**config.mk**
```make
export PLATFORM = sky130hd
export DESIGN_NAME = mem_stage_lsu
export DESIGN_NICKNAME = d
export VERILOG_FILES = /design/src/rtl/riscv_pkg.sv /design/src/rtl/lsu_load_extend.sv /design/src/rtl/mem_stage_lsu.sv
export SDC_FILE = /design/constraint.sdc
export NUM_CORES = 1
export LEC_CHECK = 0
export CAP_MARGIN = 30
export CORE_MARGIN = 8
export CORE_UTILIZATION = 58
export DETAILED_ROUTE_END_ITERATION = 8
export DONT_BUFFER_PORTS = 1
export PLACE_DENSITY = 0.78
export SYNTH_ARGS = -nofsm -noshare
export SYNTH_HDL_FRONTEND = slang
export SYNTH_HIERARCHICAL = 1
export SYNTH_SLANG_ARGS = --single-unit
```
**constraint.sdc**
```tcl
create_clock -name clk -period 2.19 [get_ports clk]
set_clock_uncertainty 0.15 [all_clocks]
set_input_delay 0.219 -clock clk [delete_from_list [all_inputs] [get_ports clk]]
set_output_delay 0.219 -clock clk [all_outputs]
set_load 0.01 [all_outputs]
```
**src/rtl/riscv_pkg.sv**
```systemverilog
// Shared RV32I memory-stage definitions: access-size encodings, LSU states,
// and the legality / store-lane helpers used by the load-store unit.
package riscv_pkg;

    localparam int unsigned XLEN = 32;

    localparam logic [2:0] F3_B  = 3'b000;
    localparam logic [2:0] F3_H  = 3'b001;
    localparam logic [2:0] F3_W  = 3'b010;
    localparam logic [2:0] F3_BU = 3'b100;
    localparam logic [2:0] F3_HU = 3'b101;

    typedef enum logic [1:0] {
        IDLE,
        REQ,
        WAIT_RD
    } lsu_state_e;

    function automatic logic lsu_legal(input logic is_rd, input logic is_wr,
                                       input logic [2:0] f3, input logic [1:0] off);
        logic ok;
        ok = is_rd ^ is_wr;
        if (is_rd && !(f3 inside {F3_B, F3_H, F3_W, F3_BU, F3_HU})) ok = 1'b0;
        if (is_wr && !(f3 inside {F3_B, F3_H, F3_W})) ok = 1'b0;
        if ((f3 == F3_H || f3 == F3_HU) && off[0]) ok = 1'b0;
        if (f3 == F3_W && off != 2'b00) ok = 1'b0;
        return ok;
    endfunction

    function automatic logic [3:0] st_wstrb(input logic [2:0] f3, input logic [1:0] off);
        case (f3[1:0])
            2'b00:   return 4'b0001 << off;
            2'b01:   return 4'b0011 << off;
            default: return 4'b1111;
        endcase
    endfunction

    function automatic logic [31:0] st_wdata(input logic [2:0] f3, input logic [31:0] rs2);
        case (f3[1:0])
            2'b00:   return {4{rs2[7:0]}};
            2'b01:   return {2{rs2[15:0]}};
            default: return rs2;
        endcase
    endfunction

endpackage

```
**src/rtl/lsu_load_extend.sv**
```systemverilog
// Selects the addressed byte/half of a loaded word and sign- or zero-extends it.
module lsu_load_extend
    import riscv_pkg::*;
(
    input  logic [31:0] rdata_i,
    input  logic [1:0]  offset_i,
    input  logic [2:0]  funct3_i,
    output logic [31:0] data_o
);

    logic [7:0]  byte_v;
    logic [15:0] half_v;

    always_comb begin
        case (offset_i)
            2'd0:    byte_v = rdata_i[7:0];
            2'd1:    byte_v = rdata_i[15:8];
            2'd2:    byte_v = rdata_i[23:16];
            default: byte_v = rdata_i[31:24];
        endcase
        half_v = offset_i[1] ? rdata_i[31:16] : rdata_i[15:0];
        case (funct3_i)
            F3_B:    data_o = {{24{byte_v[7]}}, byte_v};
            F3_H:    data_o = {{16{half_v[15]}}, half_v};
            F3_BU:   data_o = {24'b0, byte_v};
            F3_HU:   data_o = {16'b0, half_v};
            default: data_o = rdata_i;
        endcase
    end

endmodule

```
**src/rtl/mem_stage_lsu.sv**
```systemverilog
// RV32I memory stage: issues loads/stores over a req/ready/rvalid port,
// stalls upstream while an access is outstanding, and registers MEM/WB results.
module mem_stage_lsu #(
    parameter int unsigned XLEN      = 32,
    parameter int unsigned REGADDR_W = 5
) (
    input  logic                 clk,
    input  logic                 reset,
    input  logic                 ex_valid,
    input  logic                 ex_mem_read,
    input  logic                 ex_mem_write,
    input  logic                 ex_mem_to_reg,
    input  logic                 ex_reg_write,
    input  logic [XLEN-1:0]      ex_alu_res,
    input  logic [XLEN-1:0]      ex_rs2_data,
    input  logic [REGADDR_W-1:0] ex_rd,
    input  logic [2:0]           ex_funct3,
    output logic                 stall_out,
    output logic                 dmem_req,
    output logic                 dmem_we,
    output logic [XLEN-1:0]      dmem_addr,
    output logic [XLEN-1:0]      dmem_wdata,
    output logic [3:0]           dmem_wstrb,
    input  logic                 dmem_ready,
    input  logic                 dmem_rvalid,
    input  logic [XLEN-1:0]      dmem_rdata,
    output logic                 wb_valid,
    output logic                 wb_reg_write,
    output logic [REGADDR_W-1:0] wb_rd,
    output logic [XLEN-1:0]      wb_data,
    output logic                 access_exc,
    output logic [XLEN-1:0]      exc_addr
);
    import riscv_pkg::*;

    lsu_state_e           state_q;
    logic                 cap_we_q, cap_rw_q, cap_m2r_q;
    logic [XLEN-1:0]      cap_addr_q, cap_wdata_q;
    logic [3:0]           cap_wstrb_q;
    logic [REGADDR_W-1:0] cap_rd_q;
    logic [2:0]           cap_f3_q;

    logic                 wb_valid_q, wb_rw_q, exc_q;
    logic [REGADDR_W-1:0] wb_rd_q;
    logic [XLEN-1:0]      wb_data_q, exc_addr_q;

    logic                 is_mem, legal, new_req;
    logic [XLEN-1:0]      ld_ext;

    lsu_load_extend u_ext (
        .rdata_i  (dmem_rdata),
        .offset_i (cap_addr_q[1:0]),
        .funct3_i (cap_f3_q),
        .data_o   (ld_ext)
    );

    // In IDLE the request is driven straight from ex_*; later states replay the captured copy.
    always_comb begin
        is_mem  = ex_mem_read | ex_mem_write;
        legal   = lsu_legal(ex_mem_read, ex_mem_write, ex_funct3, ex_alu_res[1:0]);
        new_req = (state_q == IDLE) && ex_valid && is_mem && legal;

        dmem_req   = new_req || (state_q == REQ);
        dmem_we    = ex_mem_write;
        dmem_addr  = {ex_alu_res[XLEN-1:2], 2'b00};
        dmem_wdata = st_wdata(ex_funct3, ex_rs2_data);
        dmem_wstrb = st_wstrb(ex_funct3, ex_alu_res[1:0]);
        if (state_q != IDLE) begin
            dmem_we    = cap_we_q;
            dmem_addr  = {cap_addr_q[XLEN-1:2], 2'b00};
            dmem_wdata = cap_wdata_q;
            dmem_wstrb = cap_wstrb_q;
        end

        case (state_q)
            IDLE:    stall_out = new_req && !(ex_mem_write && dmem_ready);
            REQ:     stall_out = !(dmem_ready && cap_we_q);
            WAIT_RD: stall_out = !dmem_rvalid;
            default: stall_out = 1'b0;
        endcase
    end

    always_ff @(posedge clk) begin
        if (reset) begin
            state_q     <= IDLE;
            cap_we_q    <= 1'b0;
            cap_rw_q    <= 1'b0;
            cap_m2r_q   <= 1'b0;
            cap_addr_q  <= '0;
            cap_wdata_q <= '0;
            cap_wstrb_q <= '0;
            cap_rd_q    <= '0;
            cap_f3_q    <= '0;
            wb_valid_q  <= 1'b0;
            wb_rw_q     <= 1'b0;
            wb_rd_q     <= '0;
            wb_data_q   <= '0;
            exc_q       <= 1'b0;
            exc_addr_q  <= '0;
        end else begin
            wb_valid_q <= 1'b0;
            wb_rw_q    <= 1'b0;
            exc_q      <= 1'b0;
            case (state_q)
                IDLE: begin
                    if (ex_valid && !is_mem) begin
                        wb_valid_q <= 1'b1;
                        wb_rw_q    <= ex_reg_write && (ex_rd != '0);
                        wb_rd_q    <= ex_rd;
                        wb_data_q  <= ex_alu_res;
                    end else if (ex_valid && !legal) begin
                        exc_q      <= 1'b1;
                        exc_addr_q <= ex_alu_res;
                    end else if (new_req) begin
                        cap_we_q    <= ex_mem_write;
                        cap_rw_q    <= ex_reg_write;
                        cap_m2r_q   <= ex_mem_to_reg;
                        cap_addr_q  <= ex_alu_res;
                        cap_wdata_q <= dmem_wdata;
                        cap_wstrb_q <= dmem_wstrb;
                        cap_rd_q    <= ex_rd;
                        cap_f3_q    <= ex_funct3;
                        if (ex_mem_write && dmem_ready) begin
                            wb_valid_q <= 1'b1;
                            wb_rd_q    <= ex_rd;
                            wb_data_q  <= ex_alu_res;
                        end else if (dmem_ready) begin
                            state_q <= WAIT_RD;
                        end else begin
                            state_q <= REQ;
                        end
                    end
                end
                REQ: begin
                    if (dmem_ready && cap_we_q) begin
                        wb_valid_q <= 1'b1;
                        wb_rd_q    <= cap_rd_q;
                        wb_data_q  <= cap_addr_q;
                        state_q    <= IDLE;
                    end else if (dmem_ready) begin
                        state_q <= WAIT_RD;
                    end
                end
                WAIT_RD: begin
                    if (dmem_rvalid) begin
                        wb_valid_q <= 1'b1;
                        wb_rw_q    <= cap_rw_q && (cap_rd_q != '0);
                        wb_rd_q    <= cap_rd_q;
                        wb_data_q  <= cap_m2r_q ? ld_ext : cap_addr_q;
                        state_q    <= IDLE;
                    end
                end
                default: state_q <= IDLE;
            endcase
        end
    end

    assign wb_valid     = wb_valid_q;
    assign wb_reg_write = wb_rw_q;
    assign wb_rd        = wb_rd_q;
    assign wb_data      = wb_data_q;
    assign access_exc   = exc_q;
    assign exc_addr     = exc_addr_q;

endmodule

```
==> results.ini <==
[run_status]
run_status=finished, violations left
violations=negative hold slack, negative setup slack

[synth]
ys_seq_area_share_pct=37.4
yosys_warnings=6
ys.flop_type=dfxtp_1
avgSynthCellArea_um2=8.10
synth.distinct_cells=56
synth_async_sr_flop_share_pct=0
syn_inst=1012
synth_area_mm2=0.00820
synth_seq_cells=153
synth_edf_count=0

[sta]
setup_slack_ps=-23.3
period_minus_slack_ps=2210
slew_headroom_pct=59.8
timing.final.crit_share_pct=101
rsz0062_at_grt=yes
hold_viol_final=150
fmax_mhz=452
drv_slew=0
setup-violations-final=1
timing.hold.ws_ps=-285
worst_pin_slew_ps=603

[clock_network]
htreeDepth=4
clk_pin_slew_ps=60
cts.sinks=153
cts_tree=built
clock_path_buffers=2
cts_made_buffers=17
clock-root-buffer=clkbuf_16
insertion_delay_ps=430

[finish]
nets=1149
drive_gt1_share_pct=24.1
stdcell_count=1223
area_delta_synth_final_pct=19.8
layout_commonest_cell=nand2_1
final_cell_mix=253 x nand2_1, 149 x dfxtp_1, 137 x a21oi_1, 48 x mux2_2, 47 x buf_4
antenna_cells=0

[floorplan]
die_w_um=135
rows=43
dieHeight_um=135
core_area_mm2=0.0138
io_pins=256
start_util_pct=59.3
dieArea_mm2=0.0182

[global_routing]
grt_pass1_wl_um=41500
grt_max_degree=155
antenna_found_initial=0
globalRoute.totalOverflow=0
track_usage_pct=29.0
grt_pass1_vias=7395

[place]
placed_cells=1158
io_buffers=0
place_hpwl_um=18300
gp_congestion=0.868

[drt]
ant_nets=0
vias=7938
viasPerCell=6.49
drtIter0Drc=999
routed_wl_um=28900
dr.pass1.iters=9
drc_errors=0
drt-wirelength-per-cell_um=23.6

[critical_path]
worstPathRequired_ps=1820
worstPathMaxFanout=3
worstSetupStartpointType=flip-flop
crit_type=flip-flop to output port
cpPeakStageDelay_ps=320
cp.arrival_ps=1840
cp_top_family=simple AND/OR/NAND/NOR gates
end_kind=output port
crit_chain=inv_2 > ha_4 > nand2_4 > or2_4 > nor3_4 > a211oi_2 > nor2_2
critPathBufInv=1
slowest_stage=dfxtp_2

[power]
p_leak_nw=3.62
p_total_mw=12.8
pwr_density_cell_mw_per_mm2=1300
max-vdd-ir-drop_uv=789

[worst_hold_path]
hold_class=input port to flip-flop

[job]
drv_cap=0

==> through the flow <==
step / utilization (%) / TNS (ps) / instance area (um^2) / setup WS [ps]
2_1_floorplan: - / -2230 / 8210 / -76.2
3_3_place_gp: 62.0 / -5.43 / 8570 / -5.43
3_5_place_dp: 62.0 / -191 / 8570 / -59.4
4_1_cts: 67.7 / -50.1 / 9350 / -50.1
5_1_grt: 71.0 / -1630 / 9820 / -106
6_report: 71.0 / -23.3 / 9820 / -23.3
==> final timing paths <==
check | to | start | slack (ps) | depth (start not counted)
setup / recovery | stall_out | state_q[0] | -20 | 7
hold / removal | exc_addr[27] | reset | -280 | 1
setup reg to reg | wb_data[20] | cap_addr_q[1] | 20 | 8
hold reg to reg | cap_wdata_q[5] | cap_wdata_q[5] | 300 | 2
==> registers in the layout (all words and copies together), names as in the netlist <==
signal	count
cap_rd_q	5
cap_f3_q	3
cap_addr_q	32
wb_reg_write	1
wb_data	32
wb_valid	1
cap_we_q	1
exc_addr	32
state_q	2
cap_wdata_q	32
access_exc	1
wb_rd	5
cap_wstrb_q	4
cap_rw_q	1
cap_m2r_q	1
==> cells in the mapped netlist, drive strengths merged (2+ instances only) <==
| cell | n | area share [%] |
|---|---|---|
| a21o | 3 | 0.27 |
| nand2b | 7 | 0.53 |
| or4 | 2 | 0.23 |
| a21oi | 168 | 12 |
| nand3 | 6 | 0.43 |
| a222oi | 31 | 3.8 |
| inv | 11 | 0.50 |
| nor2b | 21 | 1.6 |
| clkbuf | 65 | 3.0 |
| nand2 | 254 | 12 |
| dfxtp | 153 | 37 |
| nor3 | 12 | 0.79 |
| o311ai | 3 | 0.63 |
| or2 | 2 | 0.15 |
| o21ai | 37 | 2.3 |
| ha | 5 | 0.76 |
| mux2i | 30 | 3.7 |
| mux2 | 48 | 6.6 |
| a221o | 8 | 0.98 |
| buf | 30 | 2.7 |
| a211oi | 40 | 5.5 |
| a22oi | 7 | 0.64 |
| or3 | 2 | 0.15 |
| nor2 | 47 | 2.2 |
==> repair_timing <==
item	4_1_cts	5_1_grt
hold buffers	3	14
endpoints found under the setup margin	29	81
pin swaps	5	10
cloned	2	7
buffers inserted	2	8
hold endpoints to repair	153	151
resized for setup	17	37
==> worst register-to-register path: cells and delay by family, from the launching register on <==
family / cells / cell delay [ps]
buffers and inverters: 2 / 360
AOI/OAI and AO/OA: 4 / 440
and+or+nand+nor: 2 / 740
DFF: 1 / 370
==> report_power, final <==
part	switching, mW	internal [mW]
registers	0.691	3.31
clock network	1.18	1.88
logic	3.12	2.57
total	5.00	7.76
==> layer usage <==
layer / vias to the layer above / track usage [%] / part of all wire [%]
li1: 3612 / - / -
met1: 3771 / 33.2 / 37
met2: 477 / 48.2 / 48
met3: 78 / 10.1 / 12
met4: 0 / 11.9 / 3.4
met5: - / 0 / 0
==> final cells by class <==
type | count | area (um^2)
fill | 1062 | 4010
clock buffer | 21 | 470
tap | 180 | 225
multi-input combinational | 753 | 4770
inverter | 12 | 45.0
clock inverter | 10 | 143
timing repair buffer | 94 | 1090
sequential | 153 | 3070
==> cell families after synthesis <==
group           after synthesis  synth area share (%)
compound gates              311                  27.3
fa+ha+maj                     5                 0.763
buf+inv                     107                  6.24
flops                       153                  37.4
mux                          78                  10.3
other cells                   1                0.0457
simple gates                357                  18.0
(Power assumes the default switching activity.)
